<file path="config.mk">
export PLATFORM = sky130hd
export DESIGN_NAME = seq_gen
export DESIGN_NICKNAME = d
export VERILOG_FILES = /design/src/rtl/seq_gen.sv
export SDC_FILE = /design/constraint.sdc
export NUM_CORES = 1
export LEC_CHECK = 0
export BUFFER_PORTS_ARGS = -buffer_cell sky130_fd_sc_hd__buf_2
export CAP_MARGIN = 20
export CORE_UTILIZATION = 49
export CTS_BUF_LIST = sky130_fd_sc_hd__clkbuf_8
export DETAILED_ROUTE_END_ITERATION = 12
export PLACE_DENSITY = 0.82
export SLEW_MARGIN = 20
export SYNTH_ARGS = -nofsm -noshare
export SYNTH_HDL_FRONTEND = slang
export SYNTH_SLANG_ARGS = --single-unit
</file>
<file path="constraint.sdc">
create_clock -name clk -period 1.4 [get_ports clk]
set_input_delay 0.07 -clock clk [delete_from_list [all_inputs] [get_ports clk]]
set_output_delay 0.07 -clock clk [all_outputs]
set_load 0.005 [all_outputs]
</file>
<file path="src/rtl/seq_gen.sv">
// seq_gen: loads a WIDTH-bit payload on an accepted start and streams it
// MSB first on a registered serial output, with back-to-back frame chaining
// when start is presented in the done cycle.
// Optional feature: define SEQ_GEN_PREAMBLE_EN to prepend the 3-bit marker
// 1,0,1 to every frame (adds the PRE state).
module seq_gen #(
  parameter int WIDTH = 8
) (
  input  logic             clk,
  input  logic             rst,
  input  logic             start,
  input  logic [WIDTH-1:0] pattern,
  output logic             out,
  output logic             out_valid,
  output logic             busy,
  output logic             done
);

  localparam int CW = $clog2(WIDTH + 1);
  // Counter value while the last payload bit is on out.
  localparam logic [CW-1:0] LAST_IDX = CW'(WIDTH - 1);
  // Counter value while the second-to-last payload bit is on out.
  localparam logic [CW-1:0] PEN_IDX  = CW'(WIDTH - 2);
`ifdef SEQ_GEN_PREAMBLE_EN
  // Counter value while the final marker bit is on out.
  localparam logic [CW-1:0] PRE_LAST = CW'(2);
`endif

  typedef enum logic [1:0] {
    IDLE = 2'd0,
    PRE  = 2'd1,
    DATA = 2'd2
  } state_t;

  state_t           state_r;
  logic [WIDTH-1:0] shift_r;
  logic [CW-1:0]    cnt_r;
  logic             out_r;
  logic             valid_r;
  logic             busy_r;
  logic             done_r;
  logic             accept_s;

  // A start is honoured only when idle or while the last bit of a frame is out.
  always_comb begin
    accept_s = 1'b0;
    if (start && ((state_r == IDLE) || done_r)) begin
      accept_s = 1'b1;
    end else begin
      accept_s = 1'b0;
    end
  end

  // Frame FSM: shift register, bit counter and all registered outputs.
  always_ff @(posedge clk or posedge rst) begin
    if (rst) begin
      state_r <= IDLE;
      shift_r <= '0;
      cnt_r   <= '0;
      out_r   <= 1'b0;
      valid_r <= 1'b0;
      busy_r  <= 1'b0;
      done_r  <= 1'b0;
    end else if (accept_s) begin
      shift_r <= pattern;
      cnt_r   <= '0;
      valid_r <= 1'b1;
      busy_r  <= 1'b1;
      done_r  <= 1'b0;
`ifdef SEQ_GEN_PREAMBLE_EN
      state_r <= PRE;
      out_r   <= 1'b1;
`else
      state_r <= DATA;
      out_r   <= pattern[WIDTH-1];
`endif
    end else begin
      case (state_r)
        IDLE: begin
          out_r   <= 1'b0;
          valid_r <= 1'b0;
          busy_r  <= 1'b0;
          done_r  <= 1'b0;
        end
`ifdef SEQ_GEN_PREAMBLE_EN
        PRE: begin
          done_r <= 1'b0;
          if (cnt_r == PRE_LAST) begin
            state_r <= DATA;
            cnt_r   <= '0;
            out_r   <= shift_r[WIDTH-1];
          end else begin
            // Marker is 1,0,1: after bit 0 comes 0, after bit 1 comes 1.
            cnt_r <= cnt_r + CW'(1);
            out_r <= cnt_r[0];
          end
        end
`endif
        DATA: begin
          if (cnt_r == LAST_IDX) begin
            // Last bit just went out and nothing chained: drop back to idle.
            state_r <= IDLE;
            out_r   <= 1'b0;
            valid_r <= 1'b0;
            busy_r  <= 1'b0;
            done_r  <= 1'b0;
          end else begin
            cnt_r   <= cnt_r + CW'(1);
            shift_r <= {shift_r[WIDTH-2:0], 1'b0};
            out_r   <= shift_r[WIDTH-2];
            done_r  <= (cnt_r == PEN_IDX);
          end
        end
        default: begin
          state_r <= IDLE;
          cnt_r   <= '0;
          out_r   <= 1'b0;
          valid_r <= 1'b0;
          busy_r  <= 1'b0;
          done_r  <= 1'b0;
        end
      endcase
    end
  end

  assign out       = out_r;
  assign out_valid = valid_r;
  assign busy      = busy_r;
  assign done      = done_r;

endmodule
</file>
==> metrics.md, run 1 <==
| Metric | Value |
|---|---|
| Part of the power in registers | `40.0%` |
| P&R area growth vs syn | `23.0%` |
| Max Clk Rate | `751 MHz` |
| Setup crit end kind | `flop` |
| Worst path top cell family by delay | `flip-flops` |
| Fin. max-slew vios | `0` |
| Crit path required time | `1.52 ns` |
| Starting density of the core | `53.7%` |
| WS Path Type | `reg -> reg` |
| Post-route ant nets | `0` |
| ANT cells | `0` |
| Post-synthesis sequential element count | `15` |
| Overall Global Routing Usage | `20.6%` |
| Psw | `642 uW` |
| Post-synthesis mux area share | `1.59%` |
| Final clock skew | `0.00119 ns` |
| Hold Crit Class | `in -> reg` |
| Internal power | `1260 uW` |
| Max stage delay on crit path | `0.37 ns` |
| Clock share of power | `17.4%` |
| RSZ-0062 raised after global routing | `false` |
| Die width | `40.0 um` |
| Worst-path cell chain | `ha_2 > nand3b_4 > and3_4 > a221o_1` |
| GRT overflow | `0` |
| Met3 Track Usage GR | `4.44%` |
| GRT met2 Usage | `33.1%` |
| Die Y | `40.0 um` |
| Die Footprint | `0.00160 mm2` |
| Setup tns final | `0 ns` |
| Syn nets | `67` |
| Drc violations | `0` |
| Layout net count | `89` |
| Final HPWL DP | `927 um` |
| Max-capacitance violation count | `0` |
| Row cnt | `13` |
| Worst-path clk slew | `0.06 ns` |
| Fin crit period | `1.33 ns` |
| Fin. Hold Viols | `0` |
| Most common cell after layout, fill and taps aside | `dfrtp_1` |
| GR Util met1 | `24.6%` |
| TritonCTS Buffers | `3` |
| Vias per cell | `5.60` |
| Core area | `0.00132 mm2` |
| Clock latency on the worst-skew pair | `0.24 ns` |
| Synth warnings | `0` |
| Total Wirelength | `1380 um` |
| Crit path max fanout | `10` |
| Post-synthesis xor/xnor area fraction | `0%` |
| Number of global-route vias before repair | `511` |
| Post-synth cell types | `23` |
| Slew HR | `62.8%` |
| Pleak | `0.000459 uW` |
| Initial antenna violation count | `0` |
| Seq/Total Area, Yosys | `53.1%` |
| Largest net degree at the start of global routing | `16` |
| Fin util | `66.0%` |
| Largest family of logic cells by synthesized area | `simple AND/OR/NAND/NOR gates` |
| Outcome | `finished, final reports clean` |
| Clock sink count | `15` |
| Crit path DAT | `1.45 ns` |
| CP max-delay cell | `dfrtp_1` |
| I/O pin cnt | `15` |
| Synth Area in Compound Gates | `18.2%` |
| DR iter-0 viols | `4` |
| Post-placement cell area | `807 um2` |
| Synth Area in Adders | `3.54%` |
| Gate power share | `42.6%` |
| Final worst path period share | `95.1%` |
| Simple-gate share of the synthesized area | `18.8%` |
| IO buf count | `14` |
| Pwr/cell area | `2190 mW/mm2` |
| Mean post-synth cell area | `13.1 um2` |
| Gr busiest metal | `met2` |
| Clock root cell | `clkbuf_8` |
| Peak VDD IR | `1.20 mV` |
| Final total power | `1900 uW` |
| Critical Path Source Type | `flop` |
| Via count | `504` |
| WL per Instance | `15.3 um` |
| CTS tree | `done` |
| Drt first pass iters | `2` |
| Share of cells above drive strength 1 | `50.7%` |
| Routability Congestion | `0.814` |
| Fin area | `870 um2` |
| First-pass GRT wire length | `2130 um` |
| Post-Syn Instances | `54` |
| CTS H-tree lvls | `1` |
| Switch share | `33.7%` |
| WP buf/inv | `0` |
| Final number of setup-violating endpoints | `0` |
| Max clock buf depth | `2` |
| Post-Syn Area | `707 um2` |
| Most frequent cells in the layout | `dfrtp_1 (15), buf_2 (14), and3_2 (6), a221o_1 (6), inv_1 (5)` |
| Worst Max-Slew Pin Slew | `0.558 ns` |
synthesized netlist by cell type:
master | number | area (um2)
and3_1 | 1 | 6.26
and4b_2 | 1 | 11.3
ha_1 | 2 | 25.0
nand2b_2 | 1 | 8.76
and4_1 | 1 | 8.76
a22oi_4 | 1 | 21.3
inv_1 | 4 | 15.0
nand3b_4 | 1 | 20.0
nand4_1 | 1 | 6.26
a31o_2 | 1 | 8.76
buf_4 | 1 | 7.51
mux2_2 | 1 | 11.3
and3_2 | 6 | 45.0
nor3_1 | 1 | 5.00
a22o_1 | 1 | 8.76
a22o_2 | 2 | 20.0
buf_6 | 1 | 11.3
dfrtp_1 | 15 | 375
and2_2 | 1 | 7.51
a21oi_1 | 2 | 10.0
a221o_1 | 6 | 60.1
nand2_1 | 2 | 7.51
or3_1 | 1 | 6.26
worst reg2reg max path, cell delays in order, from the launching register on:
cell	delay [ns]
dfrtp_1	0.37
ha_2	0.22
nand3b_4	0.10
and3_4	0.22
a221o_1	0.30
power by group through the flow:
stage	registers [uW]	clock network, uW	logic [uW]
after floorplan	755	0	586
after global placement	754	0	759
after detailed placement	761	0	789
after CTS	761	342	821
after global routing	779	354	906
final	762	331	811
per-stage QoR:
stage | setup WS, ns | hold WS (ns) | cells
2_1_floorplan | 0.00398 | -0.0285 | 54
3_5_place_dp | -0.0489 | 0.158 | 85
3_3_place_gp | 0.0115 | 0.147 | 85
5_1_grt | 0.0207 | 0.0549 | 90
4_1_cts | 0.0616 | 0.0489 | 90
6_report | 0.0683 | 0.0542 | 90
metal layers:
metal  share of wire [%]  up-vias
li1                    -      249
met1                  45      247
met2                  52        6
met3                 2.3        2
met4                0.51        0
met5                   0        -
cell type report:
cell class,instances,area (um2)
inverter,4,15.0
sequential,15,375
clock inverter,1,3.75
fill,99,448
tap,15,18.8
clock buffer,3,41.3
timing repair buffer,19,110
multi-input combinational,33,305
final timing paths:
path | start | end | slack (ns) | cells past startpoint
max | cnt_r[0]$_DFFE_PP0P_ | shift_r[6]$_DFFE_PP0P_ | 0.07 | 4
min | pattern[7] | out$_DFF_PP0_ | 0.05 | 2
min reg2reg | shift_r[0]$_DFFE_PP0P_ | shift_r[0]$_DFFE_PP0P_ | 0.50 | 1
max in group asynchronous | rst | cnt_r[3]$_DFFE_PP0P_ | 0.61 | 3
max reg2reg | cnt_r[0]$_DFFE_PP0P_ | shift_r[6]$_DFFE_PP0P_ | 0.07 | 4
min in group asynchronous | rst | shift_r[6]$_DFFE_PP0P_ | 0.42 | 3
sequential cells by signal, summed over array words and instances (netlist names):
name	count
done	1
state_r	1
shift_r	7
cnt_r	4
busy	1
out	1
logic make-up (layout without fill, tap and decap cells):
logic type	after synthesis	after routing
muxes	1	1
buffers and inverters	6	27
and+or+nand+nor	17	17
DFF	15	15
adders and majority gates	2	2
AOI/OAI and AO/OA	13	13
what timing repair did:
action                                  4_1_cts  5_1_grt
endpoints found under the hold margin        15        0
resized for setup                             3        0
buffers inserted                              0        0
endpoints found under the setup margin        8        0
hold buffers                                  1        0
No activity file was read; power rests on OpenSTA's default activity.
==> inputs of run 2 (changes only) <==
--- a/config.mk
+++ b/config.mk
@@ -7,8 +7,11 @@
 export LEC_CHECK = 0
 export BUFFER_PORTS_ARGS = -buffer_cell sky130_fd_sc_hd__buf_2
 export CAP_MARGIN = 20
-export CORE_UTILIZATION = 49
+export CELL_PAD_IN_SITES_DETAIL_PLACEMENT = 2
+export CELL_PAD_IN_SITES_GLOBAL_PLACEMENT = 2
+export CORE_UTILIZATION = 33
 export CTS_BUF_LIST = sky130_fd_sc_hd__clkbuf_8
+export CTS_CLUSTER_SIZE = 40
 export DETAILED_ROUTE_END_ITERATION = 12
 export PLACE_DENSITY = 0.82
 export SLEW_MARGIN = 20
==> run 2 against run 1 <==
  * Register-to-register slack barely moved
  * Routed wire length rose by 31%
  * Largest cell class unchanged
  * Sequential power fell by 2%
  * Sequential cell count did not move
  * Final cell count rose by 17%
  * Highest routed layer unchanged
  * Combinational power rose by 16%
  * Clock power rose by 6.3%
  * Setup slack improved by 0.0073 ns
  * Global-route usage fell by 2.7 points
  * Sequential share of layout area fell by 1.8 points
==> metrics.md, run 2 (synthesis gave the netlist of run 1 again) <==
| Metric | Value |
|---|---|
| Row cnt | `16` |
| Worst-path clk slew | `0.06 ns` |
| Core area | `0.00198 mm2` |
| Max stage delay on crit path | `0.36 ns` |
| Peak VDD IR | `0.975 mV` |
| Die Footprint | `0.00233 mm2` |
| CP max-delay cell | `dfrtp_1` |
| Hold Crit Class | `in -> reg` |
| P&R area growth vs syn | `28.3%` |
| Most common cell after layout, fill and taps aside | `dfrtp_1` |
| Fin. Hold Viols | `0` |
| Fin util | `45.8%` |
| Crit path required time | `1.53 ns` |
| Final clock skew | `0.00302 ns` |
| WP buf/inv | `0` |
| Share of cells above drive strength 1 | `52.6%` |
| Worst path top cell family by delay | `flip-flops` |
| Setup crit end kind | `flop` |
| Drt first pass iters | `4` |
| Crit path DAT | `1.46 ns` |
| Largest net degree at the start of global routing | `16` |
| Max reg flops | `7` |
| ANT cells | `0` |
| Pleak | `0.000474 uW` |
| Starting density of the core | `35.7%` |
| CTS H-tree lvls | `1` |
| Critical Path Source Type | `flop` |
| Overall Global Routing Usage | `18.0%` |
| IO buf count | `14` |
| Outcome | `finished, final reports clean` |
| M1 WL | `870 um` |
| Via count | `568` |
| Reg with most FFs | `shift_r` |
| Post-placement cell area | `830 um2` |
| Largest regs | `shift_r: 7 flops, cnt_r: 4 flops` |
| Worst Max-Slew Pin Slew | `0.593 ns` |
| Most frequent cells in the layout | `dfrtp_1 (15), buf_2 (14), buf_4 (7)` |
| Fin area | `907 um2` |
| Die Y | `48.3 um` |
| WS Path Type | `reg -> reg` |
| Max Clk Rate | `755 MHz` |
| Total Wirelength | `1810 um` |
| DR iter-0 viols | `9` |
| Clock latency on the worst-skew pair | `0.25 ns` |
| I/O pin cnt | `15` |
| WL met3 | `50 um` |
| Final number of setup-violating endpoints | `0` |
| Top Layer Used | `met4` |
| Crit path max fanout | `10` |
| Fin crit period | `1.32 ns` |
| RSZ-0062 raised after global routing | `false` |
| Max-capacitance violation count | `0` |
| Pwr/cell area | `2250 mW/mm2` |
| GRT overflow | `0` |
| Initial antenna violation count | `0` |
| CTS tree | `done` |
| Routability Congestion | `0.724` |
| Max clock buf depth | `2` |
| Drc violations | `0` |
| Die width | `48.3 um` |
| Vias per cell | `5.41` |
| Met2 routed WL | `877 um` |
| Clock root cell | `clkbuf_8` |
| Slew HR | `60.5%` |
| Post-route ant nets | `0` |
| Layout net count | `92` |
| First-pass GRT wire length | `2770 um` |
| Final worst path period share | `94.6%` |
| Clock sink count | `15` |
| Worst-path cell chain | `ha_2 > nand3b_4 > and3_4 > a221o_1` |
| WL per Instance | `17.2 um` |
| Number of global-route vias before repair | `567` |
| Fin. max-slew vios | `0` |
| TritonCTS Buffers | `3` |
-- run 2: cell types whose count changed in the layout (fill, tap and decap cells not counted), sizes merged --
cell	change
buf	+3
-- run 2: final cells by class --
type                            count  area (um2)
Tap cell                           27        33.8
Timing Repair Buffer               22         133
Inverter                            4        15.0
Fill cell                         197        1070
Sequential cell                    15         375
Multi-Input combinational cell     33         305
Clock inverter                      1        3.75
Clock buffer                        3        41.3
-- run 2: where the power goes --
part	total (uW)	internal (uW)	leakage [uW]	switching, uW
sequential	749	626	0.000188	124
clock	352	194	0.0000269	158
combinational	943	495	0.000258	448
-- run 2: stage by stage --
step | total power, uW | hold slack (ns) | setup WS (ns) | std cells | setup TNS [ns]
final | 2040 | 0.0433 | 0.0756 | 105 | 0
after detailed placement | 1600 | 0.164 | -0.0755 | 98 | -0.494
after global routing | 2180 | 0.0566 | 0.0285 | 105 | 0
after global placement | 1550 | 0.151 | 0.00761 | 98 | 0
after floorplan | 1340 | -0.0285 | 0.00398 | 54 | 0
after CTS | 2000 | 0.0425 | 0.0339 | 103 | 0
-- run 2: per-layer routing --
metal  GRT usage, %  vias up
met4           8.33        0
met5              0        -
met3           3.33        2
met2           27.2       12
li1               -      255
met1           24.7      299
-- run 2: final timing paths --
kind / startpoint / end / slack [ns] / cells past startpoint
max reg2reg: cnt_r[0]$_DFFE_PP0P_ / shift_r[2]$_DFFE_PP0P_ / 0.08 / 4
max in group asynchronous: rst / state_r[1]$_DFFE_PP0P_ / 0.58 / 3
min reg2reg: shift_r[0]$_DFFE_PP0P_ / shift_r[0]$_DFFE_PP0P_ / 0.51 / 1
min in group asynchronous: rst / shift_r[6]$_DFFE_PP0P_ / 0.43 / 3
min: pattern[0] / shift_r[0]$_DFFE_PP0P_ / 0.04 / 2
max: cnt_r[0]$_DFFE_PP0P_ / shift_r[2]$_DFFE_PP0P_ / 0.08 / 4
-- run 2: repair_timing --
item	4_1_cts	5_1_grt
buffers inserted	0	2
resized for setup	3	0
pin swaps	0	0
hold buffers	1	0
endpoints found under the setup margin	10	6
endpoints found under the hold margin	15	0
==> inputs of run 3 (changes only) <==
--- a/config.mk
+++ b/config.mk
@@ -14,6 +14,7 @@
 export CTS_CLUSTER_SIZE = 40
 export DETAILED_ROUTE_END_ITERATION = 12
 export PLACE_DENSITY = 0.82
+export RECOVER_POWER = 100
 export SLEW_MARGIN = 20
 export SYNTH_ARGS = -nofsm -noshare
 export SYNTH_HDL_FRONTEND = slang
==> run 3 against run 2 <==
  * Final cell count unchanged
  * Die area unchanged
  * Final area decreased by 0.97%
  * Combinational power decreased by 2.1%
  * Critical endpoint unchanged
==> metrics.md, run 3 (synthesis gave the netlist of run 1 again) <==
| Metric | Value |
|---|---|
| Worst-path clk slew | `0.06 ns` |
| ANT cells | `0` |
| Worst hold slack | `0.0453 ns` |
| Fillers | `199` |
| Drt first pass iters | `4` |
| Largest net degree at the start of global routing | `16` |
| FF-to-FF setup slack | `0.08 ns` |
| Post-route ant nets | `0` |
| WL per Instance | `17.4 um` |
| Crit path max fanout | `10` |
| First-pass GRT wire length | `2770 um` |
| R2r endpoint | `shift_r[2]$_DFFE_PP0P_` |
| Worst slack, placed | `-0.0755 ns` |
| Drc violations | `0` |
| Share of cells above drive strength 1 | `46.2%` |
| Crit Reg-Reg Startpoint | `cnt_r[0]$_DFFE_PP0P_` |
| Most common cell after layout, fill and taps aside | `dfrtp_1` |
| Fin. Hold Viols | `0` |
| IO buf count | `14` |
| Final total power | `2020 uW` |
| Starting density of the core | `35.7%` |
| Slew HR | `58.9%` |
| Hold EP | `shift_r[0]$_DFFE_PP0P_` |
| Layout net count | `92` |
| TritonCTS Buffers | `3` |
| Reg with most FFs | `shift_r` |
| Max clock buf depth | `2` |
| Critical Path Source Type | `flop` |
| Number of global-route vias before repair | `567` |
| Hold Path Origin | `pattern[0]` |
| Final WS setup | `0.0787 ns` |
| Psw | `730 uW` |
| Max Clk Rate | `757 MHz` |
| Switch share | `36.1%` |
| Setup crit end kind | `flop` |
| WS Path Type | `reg -> reg` |
| CP max-delay cell | `dfrtp_1` |
| Worst path top cell family by delay | `flip-flops` |
| WP buf/inv | `0` |
| DR iter-0 viols | `8` |
| Clock latency on the worst-skew pair | `0.25 ns` |
| Initial antenna violation count | `0` |
| CTS H-tree lvls | `1` |
| CP startpoint | `cnt_r[0]$_DFFE_PP0P_` |
| Row cnt | `16` |
| Final number of setup-violating endpoints | `0` |
| Via count | `569` |
| CTS tree | `done` |
| Max stage delay on crit path | `0.36 ns` |
| Core area | `0.00198 mm2` |
| Part of the power in registers | `37.1%` |
| GRT overflow | `0` |
| Worst Max-Slew Pin Slew | `0.615 ns` |
| I/O pin cnt | `15` |
| Worst-path cell chain | `ha_2 > nand3b_4 > and3_4 > a221o_1` |
| Die width | `48.3 um` |
| Die Footprint | `0.00233 mm2` |
| Fin util | `45.3%` |
| RSZ-0062 raised after global routing | `false` |
| Clock sink count | `15` |
| Vias per cell | `5.42` |
| Clock share of power | `17.3%` |
| Overall Global Routing Usage | `18.0%` |
| Internal power | `1290 uW` |
| Hold Crit Class | `in -> reg` |
| Pleak | `0.000459 uW` |
| Hold path cells | `2` |
| Clock root cell | `clkbuf_8` |
| Most frequent cells in the layout | `dfrtp_1 (15), buf_2 (11), and3_2 (6), a221o_1 (6), buf_4 (6)` |
| Max-capacitance violation count | `0` |
| Fin. max-slew vios | `0` |
| Peak VDD IR | `0.973 mV` |
| Final clock skew | `0.00277 ns` |
| Max reg flops | `7` |
| Largest regs | `shift_r: 7 flops, cnt_r: 4 flops` |
| Routability Congestion | `0.724` |
| Outcome | `finished, final reports clean` |
| Crit path required time | `1.53 ns` |
| Worst-case reg-to-reg path depth | `4` |
| Gate power share | `45.6%` |
| Pwr/cell area | `2250 mW/mm2` |
| Total Wirelength | `1820 um` |
| Die Y | `48.3 um` |
| Crit path DAT | `1.45 ns` |
| Fin crit period | `1.32 ns` |
| P&R area growth vs syn | `27.1%` |
| Final worst path period share | `94.4%` |
==> run 3: metrics by stage <==
stage                     TNS [ns]  area (um2)  instances
after floorplan                  0         707         54
after global placement           0         830         98
after detailed placement    -0.494         830         98
after CTS                        0         892        103
after global routing             0         898        105
final                            0         898        105
==> run 3: final cells by class <==
cell class                      count  area (um2)  share of cell area (%)
Clock buffer                        3        41.3                    4.60
Clock inverter                      1        3.75                   0.418
Inverter                            4        15.0                    1.67
Multi-Input combinational cell     33         304                    33.8
Sequential cell                    15         375                    41.8
Tap cell                           27        33.8                    3.76
Timing Repair Buffer               22         125                    13.9
==> run 3: repair_timing <==
action,4_1_cts,5_1_grt
hold endpoints to repair,15,0
gates resized for setup,3,0
hold buffers,1,0
setup buffers,0,2
endpoints found under the setup margin,10,6
==> run 3: worst max-delay path by stage <==
stage,endpoint,cells past startpoint
after floorplan,shift_r[2]$_DFFE_PP0P_,5
after global placement,done$_DFF_PP0_,4
after detailed placement,done$_DFF_PP0_,4
after CTS,shift_r[2]$_DFFE_PP0P_,4
after global routing,shift_r[2]$_DFFE_PP0P_,3
final,shift_r[2]$_DFFE_PP0P_,4
==> run 3: per-layer routing <==
layer | vias up | global-route usage, % | share of wire (%)
met5 | - | 0 | 0
met4 | 0 | 8.33 | 0
met3 | 0 | 3.33 | 2.7
met2 | 10 | 27.2 | 49
met1 | 304 | 24.7 | 48
li1 | 255 | - | -
==> run 3: power by group through the flow <==
| stage | clock network [uW] | logic, uW | registers (uW) |
|---|---|---|---|
| floorplan | 0 | 586 | 755 |
| global placement | 0 | 806 | 745 |
| detailed placement | 0 | 848 | 754 |
| CTS | 355 | 892 | 754 |
| global route | 367 | 1020 | 775 |
| finish | 350 | 923 | 750 |
